### src/rtl/vcm_i2c_pkg.sv
// Shared types and constants for the VCM focus-driver I2C target model.
package vcm_i2c_pkg;

  typedef enum logic [2:0] {
    ST_IDLE,
    ST_ADDR,
    ST_ADDR_ACK,
    ST_WR_BYTE,
    ST_WR_ACK,
    ST_RD_BYTE,
    ST_RD_MACK,
    ST_NACK_WAIT
  } state_e;

  localparam logic       I2C_WR           = 1'b0;
  localparam logic       I2C_RD           = 1'b1;
  localparam logic [6:0] DEV_ADDR_DEFAULT = 7'h0C;
  localparam int         BYTES_PER_XFER   = 2;

  // Bit-counter values used as phase markers around the 9th (ACK) clock.
  localparam logic [3:0] BIT_LAST  = 4'd7;
  localparam logic [3:0] ACK_PEND  = 4'd8;
  localparam logic [3:0] ACK_DRIVE = 4'd9;
  localparam logic [3:0] MACK_DONE = 4'd10;

  localparam logic [1:0] LAST_IDX  = 2'(BYTES_PER_XFER - 1);

  function automatic logic [1:0] next_byte_idx(input logic [1:0] idx);
    return (idx >= LAST_IDX) ? 2'd0 : idx + 2'd1;
  endfunction

  function automatic logic [7:0] read_byte(input logic [15:0] word, input logic [1:0] idx);
    return (idx == 2'd0) ? word[15:8] : word[7:0];
  endfunction

endpackage

### src/rtl/i2c_line_filter.sv
// Two-flop synchronizer plus FILT_LEN-sample glitch filter with edge strobes.
// Input-to-level latency is 2+FILT_LEN cycles; strobes coincide with the level change.
module i2c_line_filter #(
  parameter int   FILT_LEN  = 3,
  parameter logic RST_LEVEL = 1'b1
) (
  input  logic clk_i,
  input  logic rst_i,
  input  logic line_i,
  output logic level_o,
  output logic rise_o,
  output logic fall_o
);

  localparam int            CW       = (FILT_LEN > 1) ? $clog2(FILT_LEN) : 1;
  localparam logic [CW-1:0] CNT_LOAD = CW'(FILT_LEN - 1);

  logic [1:0]    sync_q;
  logic          level_q, level_d;
  logic          rise_q, rise_d;
  logic          fall_q, fall_d;
  logic [CW-1:0] cnt_q, cnt_d;

  // Down-counter runs only while the synchronized input disagrees with the level.
  always_comb begin
    level_d = level_q;
    cnt_d   = CNT_LOAD;
    rise_d  = 1'b0;
    fall_d  = 1'b0;
    if (sync_q[1] != level_q) begin
      if (cnt_q == '0) begin
        level_d = sync_q[1];
        rise_d  = sync_q[1];
        fall_d  = ~sync_q[1];
      end else begin
        cnt_d = cnt_q - 1'b1;
      end
    end
  end

  always_ff @(posedge clk_i or posedge rst_i) begin
    if (rst_i) begin
      sync_q  <= {2{RST_LEVEL}};
      level_q <= RST_LEVEL;
      rise_q  <= 1'b0;
      fall_q  <= 1'b0;
      cnt_q   <= CNT_LOAD;
    end else begin
      sync_q  <= {sync_q[0], line_i};
      level_q <= level_d;
      rise_q  <= rise_d;
      fall_q  <= fall_d;
      cnt_q   <= cnt_d;
    end
  end

  assign level_o = level_q;
  assign rise_o  = rise_q;
  assign fall_o  = fall_q;

endmodule

### src/rtl/vcm_i2c_responder.sv
// I2C target model of the VCM focus driver: 2-byte position writes and read-back.
//   state        | meaning
//   ST_IDLE      | bus free or not yet started
//   ST_ADDR      | shifting in address + R/W
//   ST_ADDR_ACK  | address matched, ACK on 9th clock
//   ST_WR_BYTE   | shifting in a write data byte
//   ST_WR_ACK    | ACK of an accepted write byte
//   ST_RD_BYTE   | shifting out a read byte from the shadow
//   ST_RD_MACK   | SDA released, sampling master ACK/NACK
//   ST_NACK_WAIT | ignoring the bus until START/STOP
module vcm_i2c_responder
  import vcm_i2c_pkg::*;
#(
  parameter logic [6:0]  DEV_ADDR = DEV_ADDR_DEFAULT,
  parameter int          FILT_LEN = 3,
  parameter logic [15:0] RST_DATA = 16'h0000
) (
  input  logic        CLK_50,
  input  logic        RESET,
  input  logic        SCL,
  input  logic        SDA_IN,
  output logic        SDA_OE,
  output logic [15:0] VCM_DATA,
  output logic        DATA_VALID,
  output logic        BUSY,
  output logic        ADDR_HIT
);

  logic scl_lvl, scl_rise, scl_fall;
  logic sda_lvl, sda_rise, sda_fall;

  i2c_line_filter #(.FILT_LEN(FILT_LEN), .RST_LEVEL(1'b1)) u_scl_filt (
    .clk_i(CLK_50), .rst_i(RESET), .line_i(SCL),
    .level_o(scl_lvl), .rise_o(scl_rise), .fall_o(scl_fall)
  );

  i2c_line_filter #(.FILT_LEN(FILT_LEN), .RST_LEVEL(1'b1)) u_sda_filt (
    .clk_i(CLK_50), .rst_i(RESET), .line_i(SDA_IN),
    .level_o(sda_lvl), .rise_o(sda_rise), .fall_o(sda_fall)
  );

  state_e      state_q, state_d;
  logic [3:0]  bit_cnt_q, bit_cnt_d;
  logic [1:0]  byte_idx_q, byte_idx_d;
  logic [7:0]  shift_q, shift_d;
  logic [7:0]  staging_q, staging_d;
  logic [15:0] shadow_q, shadow_d;
  logic [15:0] vcm_q, vcm_d;
  logic        rw_q, rw_d;
  logic        sda_oe_q, sda_oe_d;
  logic        valid_q, valid_d;
  logic        busy_q, busy_d;
  logic        hit_q, hit_d;

  logic        start_det, stop_det, addr_match;
  logic [7:0]  byte_in;
  logic [1:0]  rd_next_idx;
  logic [7:0]  rd_next_byte;

  assign start_det    = sda_fall & scl_lvl;
  assign stop_det     = sda_rise & scl_lvl;
  assign byte_in      = {shift_q[6:0], sda_lvl};
  assign addr_match   = (shift_q[6:0] == DEV_ADDR);
  assign rd_next_idx  = next_byte_idx(byte_idx_q);
  assign rd_next_byte = read_byte(shadow_q, rd_next_idx);

  always_ff @(posedge CLK_50 or posedge RESET) begin
    if (RESET) begin
      state_q    <= ST_IDLE;
      bit_cnt_q  <= '0;
      byte_idx_q <= '0;
      shift_q    <= '0;
      staging_q  <= '0;
      shadow_q   <= RST_DATA;
      vcm_q      <= RST_DATA;
      rw_q       <= I2C_WR;
      sda_oe_q   <= 1'b0;
      valid_q    <= 1'b0;
      busy_q     <= 1'b0;
      hit_q      <= 1'b0;
    end else begin
      state_q    <= state_d;
      bit_cnt_q  <= bit_cnt_d;
      byte_idx_q <= byte_idx_d;
      shift_q    <= shift_d;
      staging_q  <= staging_d;
      shadow_q   <= shadow_d;
      vcm_q      <= vcm_d;
      rw_q       <= rw_d;
      sda_oe_q   <= sda_oe_d;
      valid_q    <= valid_d;
      busy_q     <= busy_d;
      hit_q      <= hit_d;
    end
  end

  always_comb begin
    state_d = state_q;
    if (start_det) begin
      state_d = ST_ADDR;
    end else if (stop_det) begin
      state_d = ST_IDLE;
    end else begin
      case (state_q)
        ST_ADDR:
          if (scl_rise && bit_cnt_q == BIT_LAST) state_d = addr_match ? ST_ADDR_ACK : ST_NACK_WAIT;
        ST_ADDR_ACK:
          if (scl_fall && bit_cnt_q == ACK_DRIVE) state_d = (rw_q == I2C_RD) ? ST_RD_BYTE : ST_WR_BYTE;
        ST_WR_BYTE:
          if (scl_rise && bit_cnt_q == BIT_LAST) state_d = (byte_idx_q > LAST_IDX) ? ST_NACK_WAIT : ST_WR_ACK;
        ST_WR_ACK:
          if (scl_fall && bit_cnt_q == ACK_DRIVE) state_d = ST_WR_BYTE;
        ST_RD_BYTE:
          if (scl_rise && bit_cnt_q == BIT_LAST) state_d = ST_RD_MACK;
        ST_RD_MACK:
          if (scl_rise && bit_cnt_q == ACK_DRIVE && sda_lvl) state_d = ST_NACK_WAIT;
          else if (scl_fall && bit_cnt_q == MACK_DONE) state_d = ST_RD_BYTE;
        default: state_d = state_q;
      endcase
    end
  end

  always_comb begin
    bit_cnt_d  = bit_cnt_q;
    byte_idx_d = byte_idx_q;
    shift_d    = shift_q;
    staging_d  = staging_q;
    shadow_d   = shadow_q;
    vcm_d      = vcm_q;
    rw_d       = rw_q;
    sda_oe_d   = sda_oe_q;
    valid_d    = 1'b0;
    busy_d     = busy_q;
    hit_d      = hit_q;
    if (start_det || stop_det) begin
      bit_cnt_d  = '0;
      byte_idx_d = '0;
      sda_oe_d   = 1'b0;
      hit_d      = 1'b0;
      busy_d     = start_det;
    end else begin
      case (state_q)
        ST_ADDR:
          if (scl_rise) begin
            shift_d   = byte_in;
            bit_cnt_d = bit_cnt_q + 4'd1;
            if (bit_cnt_q == BIT_LAST && addr_match) begin
              hit_d    = 1'b1;
              rw_d     = sda_lvl;
              shadow_d = vcm_q;
            end
          end
        ST_ADDR_ACK, ST_WR_ACK:
          if (scl_fall) begin
            if (bit_cnt_q == ACK_PEND) begin
              sda_oe_d  = 1'b1;
              bit_cnt_d = ACK_DRIVE;
            end else if (bit_cnt_q == ACK_DRIVE) begin
              bit_cnt_d = '0;
              sda_oe_d  = 1'b0;
              // A read presents its first bit on the same falling edge that ends the ACK.
              if (state_q == ST_ADDR_ACK && rw_q == I2C_RD) begin
                shift_d  = read_byte(shadow_q, 2'd0);
                sda_oe_d = ~shadow_q[15];
              end
            end
          end
        ST_WR_BYTE:
          if (scl_rise) begin
            shift_d   = byte_in;
            bit_cnt_d = bit_cnt_q + 4'd1;
            if (bit_cnt_q == BIT_LAST) begin
              if (byte_idx_q < LAST_IDX) begin
                staging_d  = byte_in;
                byte_idx_d = byte_idx_q + 2'd1;
              end else if (byte_idx_q == LAST_IDX) begin
                vcm_d      = {staging_q, byte_in};
                valid_d    = 1'b1;
                byte_idx_d = byte_idx_q + 2'd1;
              end
            end
          end
        ST_RD_BYTE:
          if (scl_rise) begin
            bit_cnt_d = bit_cnt_q + 4'd1;
          end else if (scl_fall) begin
            sda_oe_d = ~shift_q[6];
            shift_d  = {shift_q[6:0], 1'b0};
          end
        ST_RD_MACK:
          if (scl_fall && bit_cnt_q == ACK_PEND) begin
            sda_oe_d  = 1'b0;
            bit_cnt_d = ACK_DRIVE;
          end else if (scl_rise && bit_cnt_q == ACK_DRIVE) begin
            bit_cnt_d = MACK_DONE;
          end else if (scl_fall && bit_cnt_q == MACK_DONE) begin
            bit_cnt_d  = '0;
            byte_idx_d = rd_next_idx;
            shift_d    = rd_next_byte;
            sda_oe_d   = ~rd_next_byte[7];
          end
        default: ;
      endcase
    end
  end

  assign SDA_OE     = sda_oe_q;
  assign VCM_DATA   = vcm_q;
  assign DATA_VALID = valid_q;
  assign BUSY       = busy_q;
  assign ADDR_HIT   = hit_q;

endmodule

### config.mk
export PLATFORM = sky130hd
export DESIGN_NAME = vcm_i2c_responder
export DESIGN_NICKNAME = d
export VERILOG_FILES = /design/src/rtl/vcm_i2c_pkg.sv /design/src/rtl/i2c_line_filter.sv /design/src/rtl/vcm_i2c_responder.sv
export SDC_FILE = /design/constraint.sdc
export NUM_CORES = 1
export LEC_CHECK = 0
export BUFFER_PORTS_ARGS = -buffer_cell sky130_fd_sc_hd__buf_2
export CORE_MARGIN = 1
export CORE_UTILIZATION = 60
export DETAILED_ROUTE_END_ITERATION = 8
export PLACE_DENSITY = 0.89
export SETUP_SLACK_MARGIN = 0.3
export SKIP_LAST_GASP = 1
export SYNTH_ARGS = -nofsm -noshare
export SYNTH_HDL_FRONTEND = slang
export SYNTH_SLANG_ARGS = --single-unit
### constraint.sdc
create_clock -name CLK_50 -period 6 [get_ports CLK_50]
set_input_delay 1.8 -clock CLK_50 [delete_from_list [all_inputs] [get_ports CLK_50]]
set_output_delay 1.8 -clock CLK_50 [all_outputs]
set_load 0.005 [all_outputs]
==> results.txt <==
- VDD sags by at most 399 uV.
- After clock tree synthesis, the flow added hold-fix buffers numbering 0.
- Post-DR wirelength/cell: 18.7 um
- Number of search-and-repair iterations in the first detailed-routing pass: 5
* Power density over cell area: 398 mW/mm^2
- Final standard cell count with taps included and fillers excluded: 433
- Count of flip-flops with a built-in enable after synthesis: 0
- The die covers 0.00678 mm^2.
* Upper clock frequency limit: 331 MHz
* Cell count after placement: 417
* Slowest cell delay on critical path: 0.97 ns
- The flow ran to the end, and the final reports show no timing, DRC or antenna violations.
* Area occupied by multi-input gates: 0.00184 mm^2
- Mapped cell area: 0.00387 mm^2
- For this run, design rule violations remaining after detail routing come to 0.
- Ordered list of cells on the worst path: inv_1 > nor4_4 > and3_4 > nand2_1 > mux2_2
* Top-area cell type share of the netlist area: 43.3%
- Number of max-cap violations: 0
- Summed over all layers, the global routing overflow is 0.
- Share of the yosys chip area belonging to registers: 48.7%
* Number of filler instances in the final layout: 412
- Final Critical Period: 3.02 ns
- Portion of netlist area occupied by mux cells: 16.4%
- CTS sink count: 75
- The critical path is of the reg2reg type.
- The startpoint identified for the worst hold timing path is u_scl_filt.sync_q[0]$_DFF_PP1_.
- Share of final-layout standard cells stronger than drive strength 1: 26.8%
* Number of cells on the worst reg-to-reg path: 5
- The library cell used most frequently in the layout, excluding fill and tap cells, is sky130_fd_sc_hd__dfrtp_1.
- Origin of the critical flop-to-flop path: state_q[0]$_DFFE_PP0P_
- Cell depth of the worst min-delay path: 0
- STA puts the critical path data required time at 6.23 ns.
* Average via count per standard cell: 6.51
- For this design the top-level I/O count stands at 24.
- During synthesis, Yosys emitted a total of 0 warnings.
- Summing the areas of all fa, ha and maj instances in the mapped netlist gives 4.14% of the synthesized area.
* Number of gates resized after cts: 0
- Final setup violation count: 0
- Endpoint kind of the worst setup timing path: flop
- The final layout contains routed wiring with a total length of 8.11 mm.
- After synthesis, the largest family of logic cells by area is multiplexers.
* Post-synthesis to final-layout area growth: 9.08%
* Die height: 82.3 um
- Average size of a mapped cell: 11.6 um^2
* Placed instance area: 0.00399 mm^2
- The number of antenna diodes in the final layout is 0.
- Entering global routing, the biggest net connects 76 pins.
- TritonCTS created 9 clock buffers.
* Endpoint arrival time on the critical path: 3.26 ns
* Commonest non-fill, non-tap cells in the layout: 67 x sky130_fd_sc_hd__dfrtp_1, 27 x sky130_fd_sc_hd__nand2_1, 24 x sky130_fd_sc_hd__mux2_2
- The first global-routing pass estimated 13.1 mm of wire.
* Leakage power: 2.08 nW
- Overall routing resource usage: 26.4%
- FFs w/ async S/R, synth: 100%
* Number of hold violations in the final report: 0
- In this run the horizontal extent of the chip is 82.3 um.
* Core Area: 0.00606 mm^2
* DRC marker count from the first detailed-route iteration: 481
* Std-Cell Rows: 28
* Highest-delay cell along the critical path: sky130_fd_sc_hd__dfrtp_1
- In the finished design, the share of the clock period the worst path needs comes to 50.4%.
- Endpoint of the worst register-to-register path: staging_q[3]$_DFFE_PP0P_
* Worst setup slack for register-to-register paths: 2.98 ns
* Primary FF master, synth: sky130_fd_sc_hd__dfrtp_1
* Compound-cell area share of the yosys netlist: 11.0%
* Hold endpoint: u_scl_filt.sync_q[1]$_DFF_PP1_
- RSZ-0062 raised after global routing: no
- Sum of negative setup slack: 0 ns
* Number of standard cells after synthesis: 335
- At the pin with the least slew margin, the transition time is 0.948 ns.
- Of all nets on the critical path, the largest fanout is 31.
- Routability-driven placement finished with a final weighted congestion of 0.953.
- The worst setup path is launched from a flop.
- The H-tree was split into 3 levels.
- Worst clock skew: 0.00961 ns
- In this run the remaining antenna-violating nets after routing total 0.
- Clock network latency to the later pin of the worst-skew pair: 0.35 ns
* Fraction of the mapped netlist area in simple logic gates: 15.3%
- Max-slew violations: 0
- Summing all non-filler instances in the final layout gives an area of 0.00422 mm^2.
- Dominant cells by area after synthesis: sky130_fd_sc_hd__dfrtp_1 43%, sky130_fd_sc_hd__mux2_2 7.0%, sky130_fd_sc_hd__dfstp_2 5.4%
- The routed layout has 2820 vias.
- Summed over all nets, the half-perimeter wirelength after detailed placement is 5.43 mm.
- Counting along the longest clock path gives a buffer depth of 2.
- Once the clock tree was built, the setup fixing pass inserted 0 buffers.
- Share of the synthesized netlist area taken by xor and xnor gates: 0.679%
- The initial antenna violation count came to 0.
- Clock slew at the register clock pins of the worst setup and hold paths: 0.08 ns
- The initial utilization of the core area, before any placement, comes to 63.9%.
- Total buffers and inverters traversed by the critical path: 1
- The path class of the tightest hold or removal check is reg2reg.
- Summed over all instances, the cell type with the most area after synthesis is sky130_fd_sc_hd__dfrtp_1.
- Total power: 1.68 mW
- After synthesis the netlist holds a flip-flop and latch count of 75.
- The via count of the first global-routing pass came to 2608.
- Total area of sequential cells: 0.00189 mm^2
- CTS tree: built
- Rel. slew slack: 36.8%
* Distinct cells, synth: 59
- The kind of cell with the highest combined delay along the critical path is simple AND/OR/NAND/NOR gates.
- During placement, the flow inserted port buffers numbering 23.
- Cell at the root of the clock tree: sky130_fd_sc_hd__clkbuf_8
- Number of nets in the finished design: 369
* Mapped Nets: 351
worst max-delay path by stage:
stage	startpoint	to	slack [ns]	depth (start not counted)
floorplan	RESET	ADDR_HIT$_DFFE_PP0P_	2.30	1
CTS	state_q[0]$_DFFE_PP0P_	staging_q[3]$_DFFE_PP0P_	3.04	5
global route	state_q[0]$_DFFE_PP0P_	shadow_q[0]$_DFFE_PP0P_	2.80	4
detailed placement	state_q[0]$_DFFE_PP0P_	staging_q[3]$_DFFE_PP0P_	3.06	5
global placement	state_q[0]$_DFFE_PP0P_	shadow_q[0]$_DFFE_PP0P_	3.24	4
finish	state_q[0]$_DFFE_PP0P_	staging_q[3]$_DFFE_PP0P_	2.98	5
synthesized netlist by cell type (all sizes together) (7+ instances only):
master and instances:
nor2 18, dfstp 8, o21ai 12, nand2 28, a211oi 9, nand3 7
inv 12, dfrtp 67, and3 10, a21oi 13, buf 10, ha 12
clkbuf 7, mux2 50, a31oi 9
per-layer routing:
layer,global-route usage [%],vias up,routed length [um]
met1,38.0,1400,3500
met3,5.82,18,665
met5,0,-,0
li1,-,1255,-
met4,9.82,0,127
met2,39.2,147,3810
through the flow:
stage	setup slack, ns	utilization (%)	hold WS, ns
after detailed placement	3.06	65.8	0.347
after floorplan	2.30	-	0.345
after global placement	3.24	65.8	0.346
after global routing	2.80	69.7	0.364
final	2.98	69.7	0.358
after CTS	3.04	69.7	0.358
flip-flops by register name, indices dropped and copies added, names as in the netlist, 2 cells and up:
name	count
byte_idx_q	2
u_sda_filt.cnt_q	2
VCM_DATA	16
staging_q	8
bit_cnt_q	4
u_scl_filt.sync_q	2
shadow_q	16
u_scl_filt.cnt_q	2
u_sda_filt.sync_q	2
state_q	3
shift_q	7
layout make-up:
class	count	area share, %
clock buffers	10	3.26
clock inverters	6	2.28
inverters	12	1.07
flip-flops and latches	75	44.7
repair buffers	24	2.90
multi-input cells	231	43.6
well taps	75	2.22
kinds of logic after synthesis:
kind of cell    count (synthesis)
fa+ha+maj                      13
buf+inv                        29
compound gates                 63
mux                            53
xor+xnor                        3
simple gates                   99
flops                          75
power by group:
group          switching [mW]  internal, mW  leakage [nW]
Sequential              0.135         0.585         0.993
Clock                   0.194         0.251         0.115
Combinational           0.305         0.210         0.976
Note: power is estimated with default switching activity, not from simulation.
